`config.mk`:
```
export PLATFORM = sky130hd
export DESIGN_NAME = debug_unit_transmit
export DESIGN_NICKNAME = d
export VERILOG_FILES = /design/src/rtl/debug_unit_transmit_pkg.sv /design/src/rtl/debug_unit_word_sender.sv /design/src/rtl/debug_unit_transmit.sv
export SDC_FILE = /design/constraint.sdc
export NUM_CORES = 1
export LEC_CHECK = 0
export ABC_CLOCK_PERIOD_IN_PS = 1700
export CAP_MARGIN = 20
export CORE_MARGIN = 5
export CORE_UTILIZATION = 31
export DETAILED_ROUTE_END_ITERATION = 10
export GPL_TIMING_DRIVEN = 0
export PLACE_DENSITY_LB_ADDON = 0.12
export SETUP_SLACK_MARGIN = 0.2
export SLEW_MARGIN = 10
export SYNTH_ARGS = -nofsm -noshare
export SYNTH_HDL_FRONTEND = slang
export SYNTH_SLANG_ARGS = --single-unit
```
`constraint.sdc`:
```
create_clock -name i_clock -period 1.7 [get_ports i_clock]
set_clock_uncertainty 0.15 [all_clocks]
set_input_delay 0.17 -clock i_clock [delete_from_list [all_inputs] [get_ports i_clock]]
set_output_delay 0.17 -clock i_clock [all_outputs]
set_load 0.01 [all_outputs]
```
`src/rtl/debug_unit_transmit_pkg.sv`:
```
// Shared definitions for the debug unit transmit/receive pair:
// widths, frame geometry and FSM state encodings.
`default_nettype none

package debug_unit_transmit_pkg;

   localparam int NB_DATA     = 32;
   localparam int NB_BYTE     = 8;
   localparam int NB_REGISTER = 5;
   localparam int NB_MEM_ADDR = 5;
   localparam int NB_STATE    = 3;

   localparam int REG_WORDS   = 32;
   localparam int MEM_WORDS   = 32;
   localparam int FRAME_WORDS = 2 + REG_WORDS + MEM_WORDS;

   typedef enum logic [NB_STATE-1:0] {
      ST_IDLE        = 3'd0,
      ST_SEND_PC     = 3'd1,
      ST_SEND_CYCLES = 3'd2,
      ST_SEND_REGS   = 3'd3,
      ST_SEND_MEM    = 3'd4,
      ST_DONE        = 3'd5
   } tx_state_e;

endpackage

`default_nettype wire

```
`src/rtl/debug_unit_word_sender.sv`:
```
// Serialises one word into UART bytes, LSB first, one tx_start/tx_done
// handshake per byte; flags the start of the last byte and word completion.
`default_nettype none

module debug_unit_word_sender #(
   parameter int NB_DATA = 32,
   parameter int NB_BYTE = 8
) (
   input  logic               clk_i,
   input  logic               rst_i,
   input  logic               start_i,
   input  logic [NB_DATA-1:0] word_i,
   input  logic               tx_done_i,
   output logic [NB_BYTE-1:0] tx_data_o,
   output logic               tx_start_o,
   output logic               last_byte_o,
   output logic               word_done_o
);

   localparam int NB_IDX = $clog2(NB_DATA / NB_BYTE);

   logic [NB_DATA-1:0] shift_q;
   logic [NB_IDX-1:0]  byte_idx_q;
   logic               busy_q;
   logic               tx_start_q;
   logic               byte_done;

   // A done arriving in the same cycle as the start pulse cannot belong to this byte.
   assign byte_done   = busy_q && !tx_start_q && tx_done_i;
   assign word_done_o = byte_done && (byte_idx_q == '1);
   assign last_byte_o = tx_start_q && (byte_idx_q == '1);
   assign tx_data_o   = shift_q[NB_BYTE-1:0];
   assign tx_start_o  = tx_start_q;

   always_ff @(posedge clk_i) begin
      if (rst_i) begin
         shift_q    <= '0;
         byte_idx_q <= '0;
         busy_q     <= 1'b0;
         tx_start_q <= 1'b0;
      end else begin
         tx_start_q <= 1'b0;
         if (start_i) begin
            shift_q    <= word_i;
            byte_idx_q <= '0;
            busy_q     <= 1'b1;
            tx_start_q <= 1'b1;
         end else if (byte_done) begin
            if (byte_idx_q == '1) begin
               busy_q <= 1'b0;
            end else begin
               shift_q    <= shift_q >> NB_BYTE;
               byte_idx_q <= byte_idx_q + NB_IDX'(1);
               tx_start_q <= 1'b1;
            end
         end
      end
   end

endmodule

`default_nettype wire

```
`src/rtl/debug_unit_transmit.sv`:
```
// Dumps PC, cycle count, register file and data memory over the UART
// as a 66-word, LSB-first byte frame after each halt/step request.
`default_nettype none

module debug_unit_transmit #(
   parameter int NB_DATA     = debug_unit_transmit_pkg::NB_DATA,
   parameter int NB_BYTE     = debug_unit_transmit_pkg::NB_BYTE,
   parameter int NB_REGISTER = debug_unit_transmit_pkg::NB_REGISTER,
   parameter int NB_MEM_ADDR = debug_unit_transmit_pkg::NB_MEM_ADDR,
   parameter int NB_STATE    = debug_unit_transmit_pkg::NB_STATE
) (
   input  logic                   i_clock,
   input  logic                   i_reset,
   input  logic                   i_send_request,
   input  logic [NB_DATA-1:0]     i_pc,
   input  logic [NB_DATA-1:0]     i_cycle_count,
   input  logic [NB_DATA-1:0]     i_register_data,
   input  logic [NB_DATA-1:0]     i_memory_data,
   input  logic                   i_tx_done,
   output logic [NB_BYTE-1:0]     o_tx_data,
   output logic                   o_tx_start,
   output logic [NB_REGISTER-1:0] o_register_address,
   output logic [NB_MEM_ADDR-1:0] o_memory_address,
   output logic                   o_busy,
   output logic                   o_done,
   output logic [NB_STATE-1:0]    o_state
);

   import debug_unit_transmit_pkg::*;

   tx_state_e              state_q;
   logic [NB_DATA-1:0]     pc_q;
   logic [NB_DATA-1:0]     cycles_q;
   logic [NB_REGISTER-1:0] reg_addr_q;
   logic [NB_MEM_ADDR-1:0] mem_addr_q;
   logic                   busy_q;
   logic                   done_q;
   logic                   word_start_q;
   logic                   final_q;

   logic [NB_DATA-1:0]     word_sel;
   logic                   sender_start;
   logic                   last_byte;
   logic                   word_done;

   always_comb begin
      word_sel = i_register_data;
      case (state_q)
         ST_SEND_PC:     word_sel = pc_q;
         ST_SEND_CYCLES: word_sel = cycles_q;
         ST_SEND_MEM:    word_sel = i_memory_data;
         default:        word_sel = i_register_data;
      endcase
   end

   // Next word is chained straight off the last tx_done so the byte gap stays one cycle.
   assign sender_start = word_start_q || (word_done && !final_q);

   debug_unit_word_sender #(
      .NB_DATA (NB_DATA),
      .NB_BYTE (NB_BYTE)
   ) u_word_sender (
      .clk_i       (i_clock),
      .rst_i       (i_reset),
      .start_i     (sender_start),
      .word_i      (word_sel),
      .tx_done_i   (i_tx_done),
      .tx_data_o   (o_tx_data),
      .tx_start_o  (o_tx_start),
      .last_byte_o (last_byte),
      .word_done_o (word_done)
   );

   // State and read address advance as the last byte of a word starts, so the
   // next word's address is settled well before the sender latches it.
   always_ff @(posedge i_clock) begin
      if (i_reset) begin
         state_q      <= ST_IDLE;
         pc_q         <= '0;
         cycles_q     <= '0;
         reg_addr_q   <= '0;
         mem_addr_q   <= '0;
         busy_q       <= 1'b0;
         done_q       <= 1'b0;
         word_start_q <= 1'b0;
         final_q      <= 1'b0;
      end else begin
         word_start_q <= 1'b0;
         done_q       <= 1'b0;
         case (state_q)
            ST_IDLE: begin
               if (i_send_request) begin
                  state_q      <= ST_SEND_PC;
                  pc_q         <= i_pc;
                  cycles_q     <= i_cycle_count;
                  busy_q       <= 1'b1;
                  word_start_q <= 1'b1;
                  final_q      <= 1'b0;
               end
            end
            ST_SEND_PC: begin
               if (last_byte) state_q <= ST_SEND_CYCLES;
            end
            ST_SEND_CYCLES: begin
               if (last_byte) state_q <= ST_SEND_REGS;
            end
            ST_SEND_REGS: begin
               if (last_byte) begin
                  if (reg_addr_q == NB_REGISTER'(REG_WORDS - 1)) begin
                     reg_addr_q <= '0;
                     state_q    <= ST_SEND_MEM;
                  end else begin
                     reg_addr_q <= reg_addr_q + NB_REGISTER'(1);
                  end
               end
            end
            ST_SEND_MEM: begin
               if (last_byte) begin
                  if (mem_addr_q == NB_MEM_ADDR'(MEM_WORDS - 1)) begin
                     mem_addr_q <= '0;
                     final_q    <= 1'b1;
                  end else begin
                     mem_addr_q <= mem_addr_q + NB_MEM_ADDR'(1);
                  end
               end
               if (word_done && final_q) begin
                  state_q <= ST_DONE;
                  done_q  <= 1'b1;
                  busy_q  <= 1'b0;
                  final_q <= 1'b0;
               end
            end
            ST_DONE: begin
               state_q <= ST_IDLE;
            end
            default: begin
               state_q <= ST_IDLE;
            end
         endcase
      end
   end

   assign o_register_address = reg_addr_q;
   assign o_memory_address   = mem_addr_q;
   assign o_busy             = busy_q;
   assign o_done             = done_q;
   assign o_state            = state_q;

endmodule

`default_nettype wire

```
# Word-level counts from Yosys, hierarchy flattened
# Index checks and enable logic that the tools add are counted.
totals:
  ff_bits: 117
  inputBits: 132
  output_inout_bits: 24
  elab_cells: 89
op_classes:
  n_addsub: 3
  eq_ne: 16
  muxes: 29
  bitwise_logic: 3
  n_reduce_logical: 25
ops:
  columns: ["operator", "count"]
  rows:
  - ["two-way mux 32 bit", 3]
  - ["case mux 32 bit (3 select lines)", 1]
  - ["two-way mux 3 bit", 6]
  - ["case mux 3 bit (5 select lines)", 1]
  - ["two-way mux 1 bit", 14]
  - ["inequality test 2 bit (second input constant)", 7]
  - ["AND reduction 2 bit", 6]
  - ["adder 5 x 1 -> 5 bit (second input constant)", 2]
  - ["equality test 5 bit (second input constant)", 2]
  - ["two-way mux 5 bit", 2]
  - ["equality test 3 x 2 -> 1 bit (second input constant)", 2]
  - ["logical AND 1 bit", 6]
  - ["inequality test 3 bit (second input constant)", 2]
  - ["AND reduction 6 bit", 1]
  - ["nonzero test 2 bit", 3]
  - ["OR reduction 2 bit", 3]
  - ["case mux 1 bit (2 select lines)", 2]
  - ["AND reduction 4 bit", 1]
  - ["equality test 3 x 1 -> 1 bit (second input constant)", 1]
  - ["equality test 3 bit (second input constant)", 1]
  - ["logical NOT 3 bit", 1]
  - ["inverter 1 bit", 3]
  - ["AND reduction 3 bit", 1]
  - ["adder 2 x 1 -> 2 bit (second input constant)", 1]
  - ["3 further kinds", 4]

# Depth between registers and ports, before layout
# Gate-level depths: netlist of the first run.
logic_depth:
  word_depth: 8
  mapped_depth: 7

# Cells and area by module
# A second synthesis of the first run with hierarchy kept.
hier_totals:
  hier_cells: 711
  area_unflattened_um2: 5904.4
by_module_without_submodules:
  columns: ["mod", "instances", "cells_per_inst", "area_per_inst_um2", "seq_area_each_um2"]
  rows:
  - ["debug_unit_transmit", 1, 520, 4053.9, 1621.6]
  - ["debug_unit_word_sender", 1, 191, 1850.5, 720.7]

# Worst setup path before layout of the first run
# OpenSTA, ideal clock, no wires.
synth_timing:
  kind: "register to register"
  from: "reg reg_addr_q[0] (netlist: o_register_address[0])"
  to: "reg reg_addr_q[3] (netlist: o_register_address[3])"
  setup_time_ns: 0.070
  t_arrival_ns: 1.706
  t_required_ns: 1.480
  path_slack_ns: -0.227
  path_stages_with_launch: 7
  n_path_buf: 1
  synth_period_minus_slack_ns: 1.927
  cell_sequence: "dfxtp_1 ha_1 and3_1 ha_1 clkbuf_1 or4_1 a21oi_1"
synth_via:
  elab_chain_cells: 2
  word_cells_on_any_way: 3
synth_lines:
  columns: ["item", "line", "source"]
  rows:
  - ["from (decl)", "debug_unit_transmit.sv:34", "logic [NB_REGISTER-1:0] reg_addr_q;"]
  - ["from (signal assigned)", "debug_unit_transmit.sv:113", "reg_addr_q <= reg_addr_q + NB_REGISTER'(1);"]
  - ["adder 5 x 1 -> 5 bit or equality test 5 bit (tied branches)", "debug_unit_transmit.sv:113, debug_unit_transmit.sv:109", null]
  - ["two-way mux 5 bit *", "debug_unit_transmit.sv:109", "if (reg_addr_q == NB_REGISTER'(REG_WORDS - 1)) begin"]
# Mark *: on every way between the ends. The rest lies on a longest branch, timed or not.
# A chain may end at the register's enable or synchronous reset.

# Worst setup path in the final report of the first run
layout_timing:
  from: "reg state_q[0] (netlist: o_state[0])"
  to: "reg u_word_sender.shift_q[22]"
layout_via:
  elab_chain_cells: 3
  word_cells_on_any_way: 5
layout_lines:
  columns: ["item", "line", "source"]
  rows:
  - ["from (decl)", "debug_unit_transmit.sv:31", "tx_state_e state_q;"]
  - ["from (signal assigned)", "debug_unit_transmit.sv:78", "state_q <= ST_IDLE;"]
  - ["from (signal assigned)", "debug_unit_transmit.sv:93", "state_q <= ST_SEND_PC;"]
  - ["from (signal assigned)", "debug_unit_transmit.sv:102", "if (last_byte) state_q <= ST_SEND_CYCLES;"]
  - ["equality test 3 bit, or another cell as far along", "debug_unit_transmit.sv:48", "case (state_q)"]
  - ["case mux 32 bit (3 select lines) *", "debug_unit_transmit.sv:48", null]
  - ["two-way mux 32 bit *", "debug_unit_word_sender.sv:43", "if (start_i) begin"]
  - ["to (signal assigned)", "debug_unit_word_sender.sv:44", "shift_q <= word_i;"]
  - ["to (signal assigned)", "debug_unit_word_sender.sv:52", "shift_q <= shift_q >> NB_BYTE;"]
  - ["to (decl)", "debug_unit_word_sender.sv:22", "logic [NB_DATA-1:0] shift_q;"]
# Marks and branches as above.

==> impl_metrics.json, run 1 <==
{
  "outcome": "finished, violations left",
  "violations": "setup timing",
  "num_io_pins": 156,
  "grt_setup_unrepaired": "true",
  "multi_input_area_mm2": 0.00356,
  "relSlewSlack_pct": 50.3,
  "grt_pass1_wl_um": 33100,
  "max-cap-violations": 0,
  "stdcell_count": 1133,
  "cts_root_buf": "clkbuf_16",
  "drive_gt1_share_pct": 31.1,
  "clock_tree.buffer_depth": 2,
  "wl_met3_um": 1330,
  "synth_fp_nets": 821,
  "vias_per_cell": 5.25,
  "grt_pass1_vias": 6018,
  "yosys_warnings": 0,
  "clock_latency_ps": 420,
  "max_freq_ghz": 0.506,
  "cp-end-kind": "flip-flop",
  "finalSetupViolCount": 43,
  "ff2ff_setup_slack_ps": -280,
  "total_power_mw": 8.15,
  "wirelength_um": 22700,
  "synth_mux_area_share_pct": 0.366,
  "hold_path_class": "in -> reg",
  "highest_layer": "met4",
  "vias": 5953,
  "syn_area_per_cell_um2": 8.00,
  "placed_area_mm2": 0.00769,
  "ys_seq_area_share_pct": 42.8,
  "cpMostUsedCell": "buf_6",
  "worstPathRequired_ps": 1890,
  "core_area_mm2": 0.0173,
  "synth-simple-area-share_pct": 20.9,
  "synthCells": 684,
  "grt_use_total_pct": 21.3,
  "slowest_stage": "or3b_4",
  "synth_cell_types": 43,
  "seqCellArea_mm2": 0.00237,
  "path_max_fanout": 7,
  "drc": 0,
  "synth_top_family_by_area": "compound AO/OA/AOI/OAI gates",
  "die_area_mm2": 0.0204,
  "setup_tns_ps": -6990,
  "r2r_start": "o_state[0]",
  "cts_tree": "built",
  "cp.buffers_inverters": 4,
  "fin_crit_sh_pct": 116,
  "cts.sinks": 117,
  "period_minus_slack_ps": 1980,
  "antenna_found_initial": 0,
  "met2_length_um": 11200,
  "hpwl_um": 16400,
  "ys_ff_latch": 117,
  "cts_buffers": 17,
  "clkTransAtPathRegs_ps": 60,
  "cp_cell_sequence": "buf_6 > or3b_4 > buf_6 > o21ai_4 > buf_12 > buf_16 > o221ai_4 > a211oi_2",
  "area_growth_pct": 72.5,
  "ir_worst_vdd_mv": 0.770,
  "cp-start-kind": "flip-flop",
  "die_y_um": 143,
  "grt_max_degree": 17,
  "cp.arrival_ps": 2170,
  "worstSetupStartpoint": "o_state[0]",
  "post-place-cells": 1063,
  "fp-row-count": 48,
  "ant_nets": 0,
  "tightestPinTransition_ps": 745,
  "wl_met1_um": 9600,
  "layout_setup_ws_ps": -277,
  "hold_buffers": 0,
  "firstDrtPassIters": 5,
  "drv_slew": 0,
  "port_buffers": 154,
  "hold_viol": 0,
  "fillers": 1585,
  "drt_iter0_drc": 419,
  "h-tree-depth": 4,
  "grt_overflow_total": 0,
  "die_x_um": 143,
  "drt-wirelength-per-cell_um": 20.0,
  "synth-adder-area-share_pct": 1.14,
  "nets": 1032,
  "netlist_area_mm2": 0.00547,
  "antenna_cells": 0,
  "leakage_nw": 3.41,
  "crit_type": "reg -> reg",
  "synth_xor_area_share_pct": 0.320,
  "synth_compound_area_share_pct": 26.9,
  "routabilityCongestion": 0.848,
  "final_cell_area_mm2": 0.00944,
  "initial_core_util_pct": 31.6,
  "power_density_mw_per_mm2": 863,
  "min_from": "i_pc[17]",
  "crit_family": "buffers and inverters",
  "cpPeakStageDelay_ps": 390
}
==> routing by layer <==
layer,vias up,global-route usage [%]
met5,-,0
met4,0,7.15
met3,35,4.62
met2,191,36.1
met1,2873,26.8
li1,2854,-
==> report_power, final <==
group | leakage [nW] | total [mW] | switching, mW | internal, mW
Clock | 0.281 | 3.56 | 1.34 | 2.22
Combinational | 2.16 | 1.59 | 0.755 | 0.831
Sequential | 0.965 | 3.00 | 0.0990 | 2.90
==> state kept, by name (all words and copies together), names as in the netlist <==
name / cells
cycles_q: 32
final_q: 1
o_busy: 1
o_done: 1
o_memory_address: 5
o_register_address: 5
o_state: 3
pc_q: 32
u_word_sender.busy_q: 1
u_word_sender.byte_idx_q: 2
u_word_sender.shift_q: 32
u_word_sender.tx_start_o: 1
word_start_q: 1
==> layout by cell type, fill, tap and decap left out, types with 4 or more instances in the layout <==
cell type        netlist  routed
o221ai_2               0      17
clkinv_2               0       5
a21oi_1               81      52
dlygate4sd2_1          0      21
nor2_1                44      41
a2bb2oi_2              0       6
clkbuf_16              0      20
clkbuf_1              40      13
a22oi_1               17      12
clkbuf_4               0       7
a311oi_1              10       9
buf_6                  3      15
o21ai_0                6       5
nand3b_1               7       7
dfxtp_2                0       6
a21oi_2                0      29
dfxtp_4                0       5
buf_4                 11      43
a22oi_2                0       5
clkinvlp_4             0       4
a211oi_1              42      21
dfxtp_1              117     106
inv_1                 18      18
clkdlybuf4s50_1        0     130
nor2b_1               30      28
o221ai_4               0       6
nand2_1              146     135
buf_8                  0      14
nand2_2                0      11
ha_4                   0       5
clkbuf_8               0       6
a211oi_2               0      21
a32oi_2                0      13
o22ai_1                5       4
==> repair_timing <==
item	4_1_cts	5_1_grt
buffers inserted	24	8
cloned	5	1
setup endpoints to repair	140	115
pin swaps	19	16
resized for setup	137	101
endpoints found under the hold margin	0	0
==> path summary, 6_finish.rpt <==
path / endpoint / cells past startpoint
worst max-delay path: u_word_sender.shift_q[22] / 8
worst min-delay path: pc_q[17] / 3
worst max register to register: u_word_sender.shift_q[22] / 8
worst min register to register: pc_q[11] / 2
==> cells by family (layout without fill, tap and decap cells) <==
logic type      Yosys count  in the layout
compound gates          215            215
xor+xnor                  2              2
fa+ha+maj                 5              5
buf+inv                  89            313
flops                   117            117
mux                       2              2
simple gates            254            254
==> cell type report <==
cell class,count,area share [%]
Multi-Input combinational cell,478,37.8
Clock buffer,19,4.80
Timing Repair Buffer,192,20.1
Tap cell,225,2.98
Inverter,18,0.716
Clock inverter,13,1.40
Sequential cell,117,25.1
Buffer,71,7.17
==> stage by stage <==
stage / hold slack, ps / setup WS [ps] / util [%]
after global placement: 292 / -482 / 44.4
after detailed placement: 296 / -484 / 44.4
after global routing: 151 / -340 / 54.6
after floorplan: 156 / -45.4 / -
final: 148 / -277 / 54.6
after CTS: 138 / -235 / 52.0
==> tightest hold or removal path, delay by kind of cell <==
kind | cells | cell delay (ps)
AO/OA/AOI/OAI | 1 | 50
buffers and inverters | 1 | 390
AND/OR/NAND/NOR | 1 | 60
==> synthesized netlist by cell type, drive strengths merged <==
library cell  number  area [um^2]
nand2            146          548
dfxtp            117         2340
a21oi             81          405
nor2              44          165
a211oi            42          315
clkbuf            40          150
buf               31          196
nor2b             30          188
o221ai            23          201
inv               18         67.6
a22oi             17          128
a32oi             16          140
a311oi            10         87.6
a2bb2oi            9         78.8
nand3b             7         52.6
o21ai              7         46.3
ha                 5         62.6
nand3              5         25.0
o22ai              5         31.3
and3               3         18.8
nor3               3         15.0
a31oi              2         12.5
and2               2         12.5
mux2i              2         20.0
nor4               2         12.5
or3b               2         17.5
or4                2         15.0
or4b               2         20.0
xnor2              2         17.5
a21o               1         7.51
and4b              1         10.0
and4bb             1         12.5
nand2b             1         6.26
nand4              1         6.26
nor3b              1         12.5
nor4b              1         8.76
o21a               1         7.51
o311ai             1         8.76
Power figures use the tool's default switching activity.
==> run 2: changes to the inputs <==
- ABC_CLOCK_PERIOD_IN_PS: 1700 -> 2430
- clock period: 1.7 -> 2.43 ns (I/O delays scaled with it)
==> impl_metrics.json, run 2 (synthesized netlist as in run 1, its figures left out) <==
{
  "max-cap-violations": 0,
  "core_area_mm2": 0.0173,
  "fin_crit_sh_pct": 87.8,
  "max_freq_ghz": 0.469,
  "antenna_found_initial": 0,
  "pwr-share-clk_pct": 48.3,
  "reg.largest.list": "cycles_q (32), pc_q (32), u_word_sender.shift_q (32)",
  "cts_tree": "built",
  "layout_commonest_cell": "clkdlybuf4s50_1",
  "drt_iter0_drc": 353,
  "grt_pass1_vias": 5634,
  "r2r_start": "o_register_address[0]",
  "routabilityCongestion": 0.873,
  "cp-start-kind": "flip-flop",
  "wirelength_um": 20100,
  "cpMostUsedCell": "ha_1",
  "p_int_mw": 4.24,
  "slowest_stage": "or4b_1",
  "die_area_mm2": 0.0204,
  "ir_worst_vdd_mv": 0.478,
  "clkTransAtPathRegs_ps": 60,
  "fin_hold_ws_ps": 221,
  "grt_setup_unrepaired": "true",
  "crit_end": "o_register_address[2]",
  "seq_power_share_pct": 37.5,
  "nets": 994,
  "placed_area_mm2": 0.00730,
  "cpPeakStageDelay_ps": 550,
  "grt_pass1_wl_um": 30400,
  "initial_core_util_pct": 31.6,
  "vias": 5607,
  "stdcell_count": 1094,
  "clock_latency_ps": 410,
  "utilization_pct": 46.1,
  "die_x_um": 143,
  "p_switching_mw": 1.37,
  "cts_buffers": 17,
  "area_growth_pct": 45.5,
  "layout_setup_ws_ps": 298,
  "drt-wirelength-per-cell_um": 18.3,
  "grt_use_total_pct": 19.4,
  "r2r_cells": 6,
  "final_cell_area_mm2": 0.00797,
  "h-tree-depth": 4,
  "layout_common_cells": "154 x clkdlybuf4s50_1, 146 x nand2_1, 117 x dfxtp_1",
  "num_io_pins": 156,
  "period_minus_slack_ps": 2130,
  "post-cts-setup-buffer-count": 0,
  "port_buffers": 154,
  "drc": 0,
  "pwr-share-comb_pct": 14.3,
  "cts_root_buf": "clkbuf_16",
  "outcome": "finished, final reports clean",
  "cp-end-kind": "flip-flop",
  "drive_gt1_share_pct": 8.86,
  "tightestPinTransition_ps": 612,
  "leakage_nw": 2.89,
  "cts.sinks": 117,
  "crit_type": "reg -> reg",
  "path_max_fanout": 9,
  "grt_overflow_total": 0,
  "reg2reg_to": "o_register_address[2]",
  "grt_max_degree": 17,
  "hold_viol": 0,
  "power_density_mw_per_mm2": 705,
  "antenna_cells": 0,
  "die_y_um": 143,
  "drv_slew": 0,
  "clock_tree.buffer_depth": 2,
  "post-place-cells": 1063,
  "relSlewSlack_pct": 59.2,
  "fillers": 1710,
  "hold_path_class": "in -> reg",
  "firstDrtPassIters": 5,
  "ff2ff_setup_slack_ps": 300,
  "total_power_mw": 5.61,
  "cp_cell_sequence": "ha_1 > and3_1 > ha_1 > clkbuf_1 > or4b_1 > a21oi_1",
  "finalSetupViolCount": 0,
  "worstSetupStartpoint": "o_register_address[0]",
  "place_worst_setup_slack_ps": -70.2,
  "hpwl_um": 16000,
  "cp.arrival_ps": 2320,
  "fp-row-count": 48,
  "vias_per_cell": 5.13,
  "setup_tns_ps": 0,
  "sw_frac_of_total_pct": 24.5,
  "worstPathRequired_ps": 2620,
  "ant_nets": 0
}
==> run 2: changes by cell type in the layout (fill, tap and decap cells not counted), moves of 21 or more <==
cell	previous run	this run
a211oi_1	21	42
a211oi_2	21	0
a21oi_1	52	81
a21oi_2	29	0
buf_4	43	12
clkdlybuf4s50_1	130	154
dlygate4sd2_1	21	0
o221ai_1	0	23
==> run 2: what timing repair did <==
action                     CTS  global route
hold buffers                 0             0
resized for setup            3            24
pin swaps                    0             0
setup endpoints to repair   14            81
==> run 2: worst min path at each step <==
stage	start	end	slack [ps]	depth (start not counted)
2_1_floorplan	i_cycle_count[0]	cycles_q[0]	230	2
3_3_place_gp	pc_q[27]	pc_q[27]	290	2
3_5_place_dp	pc_q[27]	pc_q[27]	300	2
4_1_cts	i_pc[26]	pc_q[26]	210	3
5_1_grt	i_pc[26]	pc_q[26]	230	3
6_report	i_pc[26]	pc_q[26]	220	3
==> run 2: final cells by class <==
| cell class | count | area (um^2) | area share, % |
|---|---|---|---|
| multi-input combinational | 478 | 2730 | 34.2 |
| tap | 225 | 282 | 3.53 |
| buffer | 71 | 367 | 4.60 |
| timing repair buffer | 154 | 1540 | 19.4 |
| clock buffer | 20 | 467 | 5.86 |
| sequential | 117 | 2340 | 29.4 |
| clock inverter | 11 | 174 | 2.18 |
| inverter | 18 | 67.6 | 0.848 |
==> run 2: critical path: cells and delay by family, from the launching register on <==
kind                     cells  cell delay [ps]
flip-flops                   1              370
AO/OA/AOI/OAI                1              160
adder cells (fa/ha/maj)      2              420
buffers and inverters        1              220
AND/OR/NAND/NOR              2              740
==> run 2: power groups by stage <==
stage	sequential [mW]	combinational, mW	clock (mW)
after detailed placement	2.14	0.794	0
after global placement	2.14	0.788	0
after floorplan	2.12	0.403	0
after CTS	2.10	0.799	2.74
final	2.10	0.802	2.71
after global routing	2.11	0.876	2.83
==> run 2: routing by layer <==
metal,wire length [um],GRT usage (%)
met2,9700,32.6
met4,242,4.65
met3,1210,4.45
met1,8910,25.4
met5,0,0
==> run 3: changes to the inputs <==
- ABC_CLOCK_PERIOD_IN_PS: 2430 -> 2500
- PLACE_DENSITY_LB_ADDON: 0.12 -> default
- clock period: 2.43 -> 2.5 ns (I/O delays scaled with it)
==> impl_metrics.json, run 3 (synthesized netlist as in run 1, its figures left out) <==
{
  "h-tree-depth": 4,
  "slowest_stage": "a22oi_1",
  "fin_hold_ws_ps": 226,
  "grt_setup_unrepaired": "true",
  "reg.largest.list": "cycles_q (32), pc_q (32), u_word_sender.shift_q (32)",
  "clkTransAtPathRegs_ps": 50,
  "grt_use_total_pct": 19.6,
  "place_worst_setup_slack_ps": -134,
  "clock_tree.buffer_depth": 2,
  "layout_setup_ws_ps": 277,
  "leakage_nw": 2.88,
  "grt_pass1_wl_um": 30500,
  "drt_iter0_drc": 369,
  "port_buffers": 154,
  "placed_area_mm2": 0.00730,
  "grt_pass1_vias": 5403,
  "grt_max_degree": 17,
  "multi_input_area_mm2": 0.00272,
  "cp.arrival_ps": 2410,
  "antenna_found_initial": 1,
  "cts.sinks": 117,
  "clock_latency_ps": 420,
  "grt_overflow_total": 0,
  "die_area_mm2": 0.0204,
  "crit_type": "reg -> reg",
  "die_y_um": 143,
  "path_max_fanout": 10,
  "cts_tree": "built",
  "num_io_pins": 156,
  "worstPathRequired_ps": 2680,
  "period_minus_slack_ps": 2220,
  "max_freq_ghz": 0.450,
  "drt-wirelength-per-cell_um": 18.4,
  "outcome": "finished, final reports clean",
  "initial_core_util_pct": 31.6,
  "cpMostUsedCell": "buf_2",
  "finalSetupViolCount": 0,
  "core_area_mm2": 0.0173,
  "ant_nets": 0,
  "cts_root_buf": "clkbuf_16",
  "area_growth_pct": 45.3,
  "power_density_mw_per_mm2": 691,
  "layout_common_cells": "154 x clkdlybuf4s50_1, 146 x nand2_1, 117 x dfxtp_1",
  "total_power_mw": 5.49,
  "setup_tns_ps": 0,
  "hold_viol": 0,
  "hold_depth": 3,
  "cp_cell_sequence": "buf_2 > nor2b_1 > clkbuf_1 > buf_2 > a22oi_1 > o221ai_1 > a211oi_1",
  "drv_slew": 0,
  "post-cts-setup-buffer-count": 0,
  "cts_buffers": 17,
  "final_cell_area_mm2": 0.00795,
  "firstDrtPassIters": 4,
  "hpwl_um": 15700,
  "relSlewSlack_pct": 60.5,
  "routabilityCongestion": 0.890,
  "wirelength_um": 20200,
  "max-cap-violations": 0,
  "cpPeakStageDelay_ps": 410,
  "nets": 994,
  "cp-end-kind": "flip-flop",
  "fillers": 1756,
  "r2r_cells": 7,
  "tightestPinTransition_ps": 592,
  "layout_commonest_cell": "clkdlybuf4s50_1",
  "drc": 0,
  "seqCellArea_mm2": 0.00234,
  "cp-start-kind": "flip-flop",
  "ir_worst_vdd_mv": 0.440,
  "drive_gt1_share_pct": 7.94,
  "hold_path_class": "in -> reg",
  "die_x_um": 143,
  "fin_crit_sh_pct": 88.9,
  "vias_per_cell": 5.05,
  "fp-row-count": 48,
  "vias": 5528
}
-- run 3: cell types whose count changed in the layout (fill, tap and decap cells not counted), sizes merged --
cell / change
bufinv: +1
clkbuf: +2
diode: +1
clkinv: -1
clkinvlp: -1
inv: -1
-- run 3: what timing repair did --
action                                 CTS  global route
endpoints found under the hold margin    0             0
gates resized for setup                  1            15
setup endpoints to repair                6            28
hold buffers                             0             0
-- run 3: worst max-delay path, delay by kind of cell (launching register included) --
family | cells | cell delay [ps]
AOI/OAI and AO/OA | 3 | 910
buffers and inverters | 3 | 630
DFF | 1 | 380
and+or+nand+nor | 1 | 70
-- run 3: routing by layer --
layer | part of all wire, % | wire length (um) | vias to the layer above | global-route usage (%)
li1 | - | - | 2785 | -
met3 | 5.1 | 1030 | 28 | 4.49
met1 | 46 | 9240 | 2564 | 26.2
met4 | 2.5 | 512 | 0 | 7.40
met5 | 0 | 0 | - | 0
met2 | 46 | 9370 | 151 | 30.9
-- run 3: where the power goes --
group | leakage [nW] | switching (mW) | internal, mW | total, mW
logic | 1.61 | 0.386 | 0.395 | 0.781
registers | 0.958 | 0.0649 | 1.98 | 2.04
clock network | 0.306 | 0.859 | 1.81 | 2.67
total | 2.88 | 1.31 | 4.18 | 5.49
-- run 3: layout make-up --
class,count,area share (%)
Sequential cell,117,29.5
Clock buffer,22,5.84
Clock inverter,9,2.20
Multi-Input combinational cell,478,34.2
Buffer,71,4.50
Inverter,18,0.850
Timing Repair Buffer,154,19.4
Tap cell,225,3.54
Antenna cell,1,0.0315
-- run 3: stage by stage --
step / utilization, % / cells
global route: 46.0 / 1095
global placement: 42.2 / 1063
CTS: 45.9 / 1094
finish: 46.0 / 1095
detailed placement: 42.2 / 1063
floorplan: - / 684
-- run 3: final timing paths --
check | from | end | slack [ps]
worst max-delay path | o_state[1] | u_word_sender.shift_q[22] | 280
worst min-delay path | i_pc[31] | pc_q[31] | 230
worst max register to register | o_state[1] | u_word_sender.shift_q[22] | 280
worst min register to register | pc_q[26] | pc_q[26] | 300
